==> src/rtl/usb_tx_arbiter.sv <==
// Round-robin arbiter sharing one USB transmit datapath between NUM_REQ packet sources.
// Define USB_TX_ARB_PRIO_EN to give requester 0 strict priority when idle.
module usb_tx_arbiter #(
  parameter int unsigned NUM_REQ       = 4,
  parameter int unsigned DATA_W        = 8,
  parameter int unsigned GAP_CYCLES    = 8,
  parameter int unsigned MAX_PKT_BYTES = 64
) (
  input  logic                       clk,
  input  logic                       nRST,
  input  logic [NUM_REQ-1:0]         req_valid,
  input  logic [NUM_REQ*DATA_W-1:0]  req_data,
  input  logic [NUM_REQ-1:0]         req_last,
  output logic [NUM_REQ-1:0]         req_ready,
  output logic                       tx_valid,
  output logic [DATA_W-1:0]          tx_data,
  input  logic                       tx_ready,
  input  logic                       tx_busy,
  output logic [$clog2(NUM_REQ)-1:0] grant_id,
  output logic                       grant_active,
  output logic                       pkt_overflow,
  output logic                       pkt_abort
);

  localparam int unsigned IDX_W    = $clog2(NUM_REQ);
  localparam int unsigned CNT_W    = 10;
  localparam int unsigned GAP_W    = (GAP_CYCLES < 16) ? 4 : $clog2(GAP_CYCLES + 1);
  localparam int unsigned GAP_LAST = (GAP_CYCLES == 0) ? 0 : GAP_CYCLES - 1;

  typedef enum logic [1:0] {IDLE, SEND, EOP_WAIT, GAP} state_e;

  state_e             state_q, state_d;
  logic [IDX_W-1:0]   grant_id_q, grant_id_d;
  logic [IDX_W-1:0]   last_grant_q, last_grant_d;
  logic [CNT_W-1:0]   byte_cnt_q, byte_cnt_d;
  logic [GAP_W-1:0]   gap_cnt_q, gap_cnt_d;
  logic               pkt_overflow_q, pkt_overflow_d;
  logic               pkt_abort_q, pkt_abort_d;

  logic               win_found;
  logic               win_upd;
  logic [IDX_W-1:0]   win_idx;
  logic [IDX_W-1:0]   scan_idx;
  logic               gnt_valid;
  logic               gnt_last;
  logic [DATA_W-1:0]  gnt_data;
  logic               xfer;

  // Winner search: first valid requester above the last grant, wrapping around.
  always_comb begin
    win_found = 1'b0;
    win_idx   = '0;
    win_upd   = 1'b1;
    scan_idx  = '0;
    for (int unsigned i = 1; i <= NUM_REQ; i++) begin
      scan_idx = IDX_W'((32'(last_grant_q) + i) % NUM_REQ);
`ifdef USB_TX_ARB_PRIO_EN
      if (!win_found && (scan_idx != '0) && req_valid[scan_idx]) begin
`else
      if (!win_found && req_valid[scan_idx]) begin
`endif
        win_found = 1'b1;
        win_idx   = scan_idx;
      end
    end
`ifdef USB_TX_ARB_PRIO_EN
    // Control endpoint preempts the rotation and leaves the pointer untouched.
    if (req_valid[0]) begin
      win_found = 1'b1;
      win_idx   = '0;
      win_upd   = 1'b0;
    end
`endif
  end

  // Select the granted requester's handshake and byte.
  always_comb begin
    gnt_valid = 1'b0;
    gnt_last  = 1'b0;
    gnt_data  = '0;
    for (int unsigned i = 0; i < NUM_REQ; i++) begin
      if (grant_id_q == IDX_W'(i)) begin
        gnt_valid = req_valid[i];
        gnt_last  = req_last[i];
        gnt_data  = req_data[i*DATA_W +: DATA_W];
      end
    end
  end

  always_ff @(posedge clk or negedge nRST) begin
    if (!nRST) begin
      state_q        <= IDLE;
      grant_id_q     <= '0;
      last_grant_q   <= IDX_W'(NUM_REQ - 1);
      byte_cnt_q     <= '0;
      gap_cnt_q      <= '0;
      pkt_overflow_q <= 1'b0;
      pkt_abort_q    <= 1'b0;
    end else begin
      state_q        <= state_d;
      grant_id_q     <= grant_id_d;
      last_grant_q   <= last_grant_d;
      byte_cnt_q     <= byte_cnt_d;
      gap_cnt_q      <= gap_cnt_d;
      pkt_overflow_q <= pkt_overflow_d;
      pkt_abort_q    <= pkt_abort_d;
    end
  end

  always_comb begin
    state_d        = state_q;
    grant_id_d     = grant_id_q;
    last_grant_d   = last_grant_q;
    byte_cnt_d     = byte_cnt_q;
    gap_cnt_d      = gap_cnt_q;
    pkt_overflow_d = 1'b0;
    pkt_abort_d    = 1'b0;
    tx_valid       = 1'b0;
    tx_data        = '0;
    req_ready      = '0;
    xfer           = 1'b0;

    case (state_q)
      IDLE: begin
        if (win_found && !tx_busy) begin
          grant_id_d = win_idx;
          if (win_upd) begin
            last_grant_d = win_idx;
          end
          byte_cnt_d = '0;
          state_d    = SEND;
        end
      end

      SEND: begin
        tx_valid = gnt_valid;
        tx_data  = gnt_data;
        for (int unsigned i = 0; i < NUM_REQ; i++) begin
          req_ready[i] = (grant_id_q == IDX_W'(i)) && tx_ready;
        end
        xfer = gnt_valid && tx_ready;
        if (xfer) begin
          if (byte_cnt_q != '1) begin
            byte_cnt_d = byte_cnt_q + CNT_W'(1);
          end
          // A last byte landing exactly on the limit is a normal end, not an overflow.
          if (gnt_last) begin
            state_d = EOP_WAIT;
          end else if ((byte_cnt_q + CNT_W'(1)) == CNT_W'(MAX_PKT_BYTES)) begin
            pkt_overflow_d = 1'b1;
            state_d        = EOP_WAIT;
          end
        end else if (!gnt_valid && (byte_cnt_q != '0)) begin
          pkt_abort_d = 1'b1;
          state_d     = EOP_WAIT;
        end
      end

      EOP_WAIT: begin
        if (!tx_busy) begin
          gap_cnt_d = '0;
          state_d   = (GAP_CYCLES == 0) ? IDLE : GAP;
        end
      end

      GAP: begin
        if (gap_cnt_q == GAP_W'(GAP_LAST)) begin
          state_d = IDLE;
        end else begin
          gap_cnt_d = gap_cnt_q + GAP_W'(1);
        end
      end

      default: state_d = IDLE;
    endcase
  end

  assign grant_id     = grant_id_q;
  assign grant_active = (state_q == SEND) || (state_q == EOP_WAIT);
  assign pkt_overflow = pkt_overflow_q;
  assign pkt_abort    = pkt_abort_q;

endmodule

==> config.mk <==
export PLATFORM = sky130hd
export DESIGN_NAME = usb_tx_arbiter
export DESIGN_NICKNAME = d
export VERILOG_FILES = /design/src/rtl/usb_tx_arbiter.sv
export SDC_FILE = /design/constraint.sdc
export NUM_CORES = 1
export LEC_CHECK = 0
export CORE_ASPECT_RATIO = 0.5
export CORE_MARGIN = 4
export CORE_UTILIZATION = 46
export CTS_CLUSTER_DIAMETER = 60
export DETAILED_ROUTE_END_ITERATION = 10
export HOLD_SLACK_MARGIN = 0.03
export MAX_ROUTING_LAYER = met4
export PLACE_DENSITY = 0.81
export SKIP_CTS_REPAIR_TIMING = 1
export SLEW_MARGIN = 5
export SYNTH_ARGS = -nofsm -noshare
export SYNTH_HDL_FRONTEND = slang
export SYNTH_SLANG_ARGS = --single-unit
==> constraint.sdc <==
create_clock -name clk -period 3 [get_ports clk]
set_input_delay 0.9 -clock clk [delete_from_list [all_inputs] [get_ports clk]]
set_output_delay 0.9 -clock clk [all_outputs]
set_load 0.02 [all_outputs]
# --- Word-level counts from Yosys, hierarchy flattened ---
# Cells that the tools add are included.
word_totals:
  register_bits: 22
  inputBits: 44
  wordCells: 112
  output_inout_bits: 18
op_classes:
  add_sub_neg: 6
  reduce_logical: 25
  order_cmp: 4
  n_eq_ne: 17
  n_mux: 53
ops:
  columns: ["op", "n"]
  rows:
  - ["$mux 8", 5]
  - ["$mux 10", 3]
  - ["$mux 1", 24]
  - ["$mux 2", 11]
  - ["$pmux 10 s2", 1]
  - ["$lt 2x3->1 const B", 4]
  - ["$mux 4", 3]
  - ["$ne 2x2->1 const B", 6]
  - ["$add 10x1->10 const B", 1]
  - ["$eq 10x7->1 const B", 1]
  - ["$logic_and 1x1->1", 10]
  - ["$ne 10x10->1 const B", 1]
  - ["$reduce_bool 10->1", 1]
  - ["$bmux 1 s2", 4]
  - ["$eq 2x2->1 const B", 4]
  - ["$pmux 2 s4", 1]
  - ["$pmux 4 s2", 1]
  - ["$logic_not 1->1", 5]
  - ["$reduce_and 5->1", 1]
  - ["$add 2x1->2 const B", 2]
  - ["$add 2x2->2 const B", 2]
  - ["$add 4x1->4 const B", 1]
  - ["$eq 2x1->1 const B", 2]
  - ["$eq 4x3->1 const B", 1]
  - ["8 further kinds", 10]

# --- Logic depth before layout (Yosys ltp) ---
# Gate-level depths: netlist (run 1).
depth:
  ltp_word: 16
  mapped_depth: 9
  depth_no_buf: 8

# --- Least setup slack after synthesis (run 1) ---
# No wires, ideal clock.
synth_timing:
  path_type: "input -> output"
  start: "in req_valid[3]"
  end: "out tx_valid"
  setup_slack_ns: 0.460
  arrival_ns: 1.640
  path_stages: 2
  cell_sequence: "mux4_2 and2_1"
synth_via:
  elab_chain_cells: 2
synth_rtl:
  columns: ["item", "line_no", "text"]
  rows:
  - ["start: declaration", "11", "input logic [NUM_REQ-1:0] req_valid,"]
  - ["$mux 1", "82", "if (grant_id_q == IDX_W'(i)) begin"]
  - ["$mux 1", "123", "case (state_q)"]
  - ["end: declaration", "15", "output logic tx_valid,"]
# No other way between the ends.

# --- Worst setup path after layout (run 1) ---
layout_timing:
  start: "in req_data[20]"
  end: "out tx_data[4]"
layout_via:
  elab_chain_cells: 3
layout_rtl:
  columns: ["item", "line_no", "text"]
  rows:
  - ["start: declaration", "12", "input logic [NUM_REQ*DATA_W-1:0] req_data,"]
  - ["$mux 8 (2 in a row)", "82", null]
  - ["$mux 8", "123", null]
  - ["end: declaration", "16", "output logic [DATA_W-1:0] tx_data,"]
# No other way between the ends.

==> run metrics, run 1 <==
register area=553 um2; reg2reg start=byte_cnt_q[0]$_DFFE_PN0P_; average wire per standard cell=15.9 um; ys flop type=dfrtp_1; maximum buffer depth of the clock tree=2; max-cap violations=0; reg2reg setup slack=490 ps; Setup TNS=0 ps; Clock Latency Late Sink=270 ps; Synth area leader=dfrtp_1; fin crit share=0.994; GR Util met1=0.286; first-pass GRT wire length=8420 um; H-tree Lvls=1; reg2reg path depth=7; Req. time, crit path=2100 ps; Iter 0 DRT Violations=82; most used routing layer=met2; Least-Margin Pin Slew=471 ps; Die Y=52.1 um; Critical Path Start=req_data[20]; crit-path max FO=1; Reg clk slew, reported paths=80 ps; Final nets=317; Placed Cells=311; Max-slew headroom=0.683; routability cong.=0.911; power per cell area=814 nW/um2; final antenna-violating net count=0; total die area=5020 um2; post-synthesis compound-gate area fraction=0.148; Ports=62; Setup-failing EPs final=0; TritonCTS clock tree=done; kind of critical path=input port to primary output; total gr overflow=0; CP Cell Sequence=clkdlybuf4s50_1 -> mux4_2 -> and2_1 -> clkbuf_2; Static Leakage=1.19 nW; routed via count=1,789; hold path cells=1; Post-synth EDFFs=0; largest cells by area after synthesis=dfrtp_1 (28%), mux4_2 (13%), ha_1 (5.6%), nand2_1 (4.4%), and2_1 (3.5%); post-synthesis simple-gate area fraction=0.250; Mapped Area=1790 um2; Post-Syn Instances=194; min-delay worst type=flip-flop to flip-flop; DP Worst Slack=-457 ps; share of layout cells above drive strength 1=0.182; unrepaired setup endpoints after global routing=yes; mux contribution to synthesized area=0.178; fillers=272; sequential area share after synthesis=0.308; n_diodes=0; core area=3580 um2; adder-cell share of the synthesized area=0.0558; CTS buffer count=3; final wirelength=5000 um; CTS root buf=clkbuf_8; Crit-path slowest cell=mux4_2; Via density=5.68; met2 GRT Util=0.371; HP Start=gap_cnt_q[0]$_DFFE_PN0P_; most numerous cell in the Yosys netlist=nand2_1; synthesized flop and latch total=22; Area Overhead vs Synth=44.3%; arrival time of the worst setup path=2080 ps; Sink Count=22; Synth Area in XOR/XNOR=0.00977; drt pass-1 iters=4; largest family of logic cells by synthesized area=simple AND/OR/NAND/NOR gates; area of the multi-input gates=1160 um2; initial core utilization=0.500; row count=15; fin cells=315; Global Route met3 Usage=0.0376; yosys warns=0; Critical Path Sink Type=primary output; Crit path largest cell delay=450 ps; Yosys cell types=45; Port Buf Inserts=61; area fraction of the dominant cell type after synthesis=0.279; Fmax=335 MHz; Net Count, Synth=246; status=finished, final reports clean; Total Routing Usage GR=0.222; startpoint types=input port; final-report max-slew violation count=0; hpwl dp=4020 um; die width=96.3 um; initial antenna violation count=0; DRC errors left=0; synthesized area per cell=9.24 um2; final hold violations=0; Clock Skew=4.04 ps; final worst slack=18.1 ps; commonest cells in the synthesized netlist=nand2_1 (21), dfrtp_1 (20), inv_1 (12), nor2_1 (12); Max IR drop VDD=0.622 mV; vias in the first global route=1,777; pin count of the biggest net entering global routing=23; share of flip-flops with an asynchronous set or reset=1.00; min cycle time layout=2980 ps
==> power by group <==
part	switching, mW	total, mW	internal, mW	leakage [nW]
Clock	0.101	0.218	0.117	0.0288
Sequential	0.163	0.579	0.416	0.283
Combinational	0.669	1.31	0.642	0.874
Total	0.932	2.11	1.18	1.19
==> per-layer routing <==
metal / wire length (um) / part of all wire
met1: 2110 / 0.42
met2: 2570 / 0.51
met5: 0 / 0
met3: 243 / 0.049
met4: 68 / 0.014
==> logic make-up (layout without fill, tap and decap cells) <==
kind of cell             Yosys count  count (layout)
buffers and inverters             22              92
XOR/XNOR                           2               2
AO/OA/AOI/OAI                     36              36
AND/OR/NAND/NOR                   85              85
multiplexers                      19              19
flip-flops                        22              22
adder cells (fa/ha/maj)            8               8
==> critical path: cells and delay by family <==
kind / cells / cell delay (ps)
simple gates: 1 / 160
mux: 1 / 450
buf+inv: 2 / 560
==> flip-flops by register name (all words and copies together), names as in the netlist <==
register,count
byte_cnt_q,10
gap_cnt_q,4
grant_id,2
last_grant_q,2
pkt_abort,1
pkt_overflow,1
state_q,2
==> final cells by class <==
class / instances / area share
flip-flops and latches: 22 / 0.214
multi-input cells: 150 / 0.447
clock buffers: 4 / 0.0213
repair buffers: 76 / 0.276
well taps: 51 / 0.0247
inverters: 12 / 0.0174
==> final timing paths <==
kind / to
max in group asynchronous: last_grant_q[1]$_DFFE_PN1P_
worst max-delay path: tx_data[4]
worst min register to register: gap_cnt_q[0]$_DFFE_PN0P_
worst max register to register: state_q[1]$_DFFE_PN0P_
worst min-delay path: gap_cnt_q[0]$_DFFE_PN0P_
min in group asynchronous: gap_cnt_q[1]$_DFFE_PN0P_
==> stage by stage <==
stage	util	hold slack (ps)	area, um2	power [mW]
6_report	0.722	545	2590	2.11
5_1_grt	0.722	555	2590	2.27
4_1_cts	0.723	537	2590	2.13
3_5_place_dp	0.707	525	2530	1.91
3_3_place_gp	0.707	502	2530	1.85
2_1_floorplan	-	479	1790	1.41
==> layout by cell type, fill, tap and decap left out, types with 6 or more instances in the layout <==
master	netlist	routed
dlymetal6s2s_1	0	8
nor2_1	12	12
nand2_1	21	21
and2_1	10	7
mux2i_1	6	6
dfrtp_1	20	20
nand3_1	10	10
inv_1	12	12
buf_4	0	16
mux4_2	10	10
ha_1	8	8
clkdlybuf4s50_1	0	44
a21oi_1	7	7
nor3_1	8	8
(Power assumes the default switching activity.)
==> run 2, diff against run 1 <==
CAP_MARGIN = 40   (was default)
TNS_END_PERCENT = 100   (was default)
==> results of run 2 <==
No change in the layout: final DEF, timing and power equal those of run 1.
==> run 3, diff against run 2 <==
CORE_UTILIZATION = 47   (was 46)
CTS_BUF_LIST = sky130_fd_sc_hd__clkbuf_8   (was default)
PLACE_DENSITY = 0.83   (was 0.81)
==> run 3 against run 2 <==
The run now ends with setup timing left. Final area decreased by 0.87%. Via count increased by 1.6%. Sequential share of layout area increased by 0.19 points. Count of clock-buffer cells in the layout decreased by 1. Largest power group unchanged.
==> run metrics, run 3 (same netlist as run 1, synthesis figures left out) <==
status=finished, violations left; drt pass-1 iters=4; Clock Latency Late Sink=270 ps; Ports=62; CTS buffer count=3; Sink Count=22; initial core utilization=0.505; routability cong.=0.840; core area=3550 um2; Pwr Total=2.07 mW; Max IR drop VDD=0.504 mV; Total Routing Usage GR=0.225; final-report max-slew violation count=0; Via density=5.77; most common cell after layout, fill and taps aside=clkdlybuf4s50_1; fin cells=315; final wirelength=5010 um; final worst slack=-48.3 ps; area of the multi-input gates=1150 um2; first-pass GRT wire length=8420 um; crit-path max FO=2; unrepaired setup endpoints after global routing=yes; min-delay worst type=flip-flop to flip-flop; n_diodes=0; Reg clk slew, reported paths=70 ps; Req. time, crit path=2100 ps; final antenna-violating net count=0; Placed Instance Area=2550 um2; routed via count=1,817; Placed Cells=311; Port Buf Inserts=61; startpoint types=input port; Area Overhead vs Synth=43.1%; H-tree Lvls=1; fin util=0.723; Static Leakage=1.15 nW; hpwl dp=4060 um; Least-Margin Pin Slew=512 ps; arrival time of the worst setup path=2150 ps; min cycle time layout=3050 ps; maximum buffer depth of the clock tree=2; Die Y=51.7 um; initial antenna violation count=0; DRC errors left=0; average wire per standard cell=15.9 um; pin count of the biggest net entering global routing=23; Iter 0 DRT Violations=64; CTS root buf=clkbuf_8; DP Worst Slack=-431 ps; share of layout cells above drive strength 1=0.167; vias in the first global route=1,831; fillers=272; row count=15; die width=95.3 um; power per cell area=808 nW/um2; register area=553 um2; hold slack=534 ps; kind of critical path=input port to primary output; Setup-failing EPs final=1; total gr overflow=0; fin area=2560 um2; max FFs per register=10; Clock Skew=10.1 ps; fin crit share=1.02; most flop-heavy register=byte_cnt_q; final hold violations=0; total die area=4930 um2; Regs by FF count=byte_cnt_q x10, gap_cnt_q x4; max-cap violations=0; Final nets=317; Setup TNS=-48.3 ps; Critical Path Sink Type=primary output; Max-slew headroom=0.657; failing checks=setup timing; TritonCTS clock tree=done; most frequent cells in the layout=clkdlybuf4s50_1 (48), nand2_1 (21), dfrtp_1 (20); Fmax=328 MHz
[run 3: cell types whose count changed in the layout (fill, tap and decap cells not counted), moves of 3 or more]
cell,before,now
and2_1,7,10
clkdlybuf4s50_1,44,48
dlymetal6s2s_1,8,4
and2_4,3,0
[run 3: path summary, 6_finish.rpt]
| path | end | slack, ps | depth (start not counted) | startpoint |
|---|---|---|---|---|
| max in group asynchronous | last_grant_q[0]$_DFFE_PN1P_ | 1700 | 2 | nRST |
| min in group asynchronous | byte_cnt_q[0]$_DFFE_PN0P_ | 1010 | 2 | nRST |
| min reg2reg | gap_cnt_q[0]$_DFFE_PN0P_ | 530 | 1 | gap_cnt_q[0]$_DFFE_PN0P_ |
| min | gap_cnt_q[0]$_DFFE_PN0P_ | 530 | 1 | gap_cnt_q[0]$_DFFE_PN0P_ |
| max reg2reg | state_q[1]$_DFFE_PN0P_ | 520 | 7 | byte_cnt_q[0]$_DFFE_PN0P_ |
| max | tx_valid | -50 | 4 | req_valid[3] |
[run 3: layout make-up]
| type | instances | share of cell area |
|---|---|---|
| flip-flops and latches | 22 | 0.216 |
| well taps | 51 | 0.0249 |
| repair buffers | 76 | 0.276 |
| multi-input cells | 150 | 0.448 |
| clock buffers | 3 | 0.0161 |
| inverters | 12 | 0.0176 |
| clock inverters | 1 | 0.00146 |
[run 3: power by group]
group	switching (mW)	leakage [nW]	internal [mW]
Sequential	0.159	0.283	0.416
Clock	0.0996	0.0269	0.0916
Combinational	0.670	0.839	0.637
[run 3: critical path, cell delays in order]
cell and delay [ps]:
clkdlybuf4s50_1 410, mux4_2 500, and2_1 180, buf_2 160
[run 3: metal layers]
metal  up-vias  GRT usage  share of wire
met5         -          -              0
met3        11     0.0434          0.038
met4         0     0.0431          0.017
met2        47      0.395           0.51
met1       886      0.275           0.43
li1        873          -              -
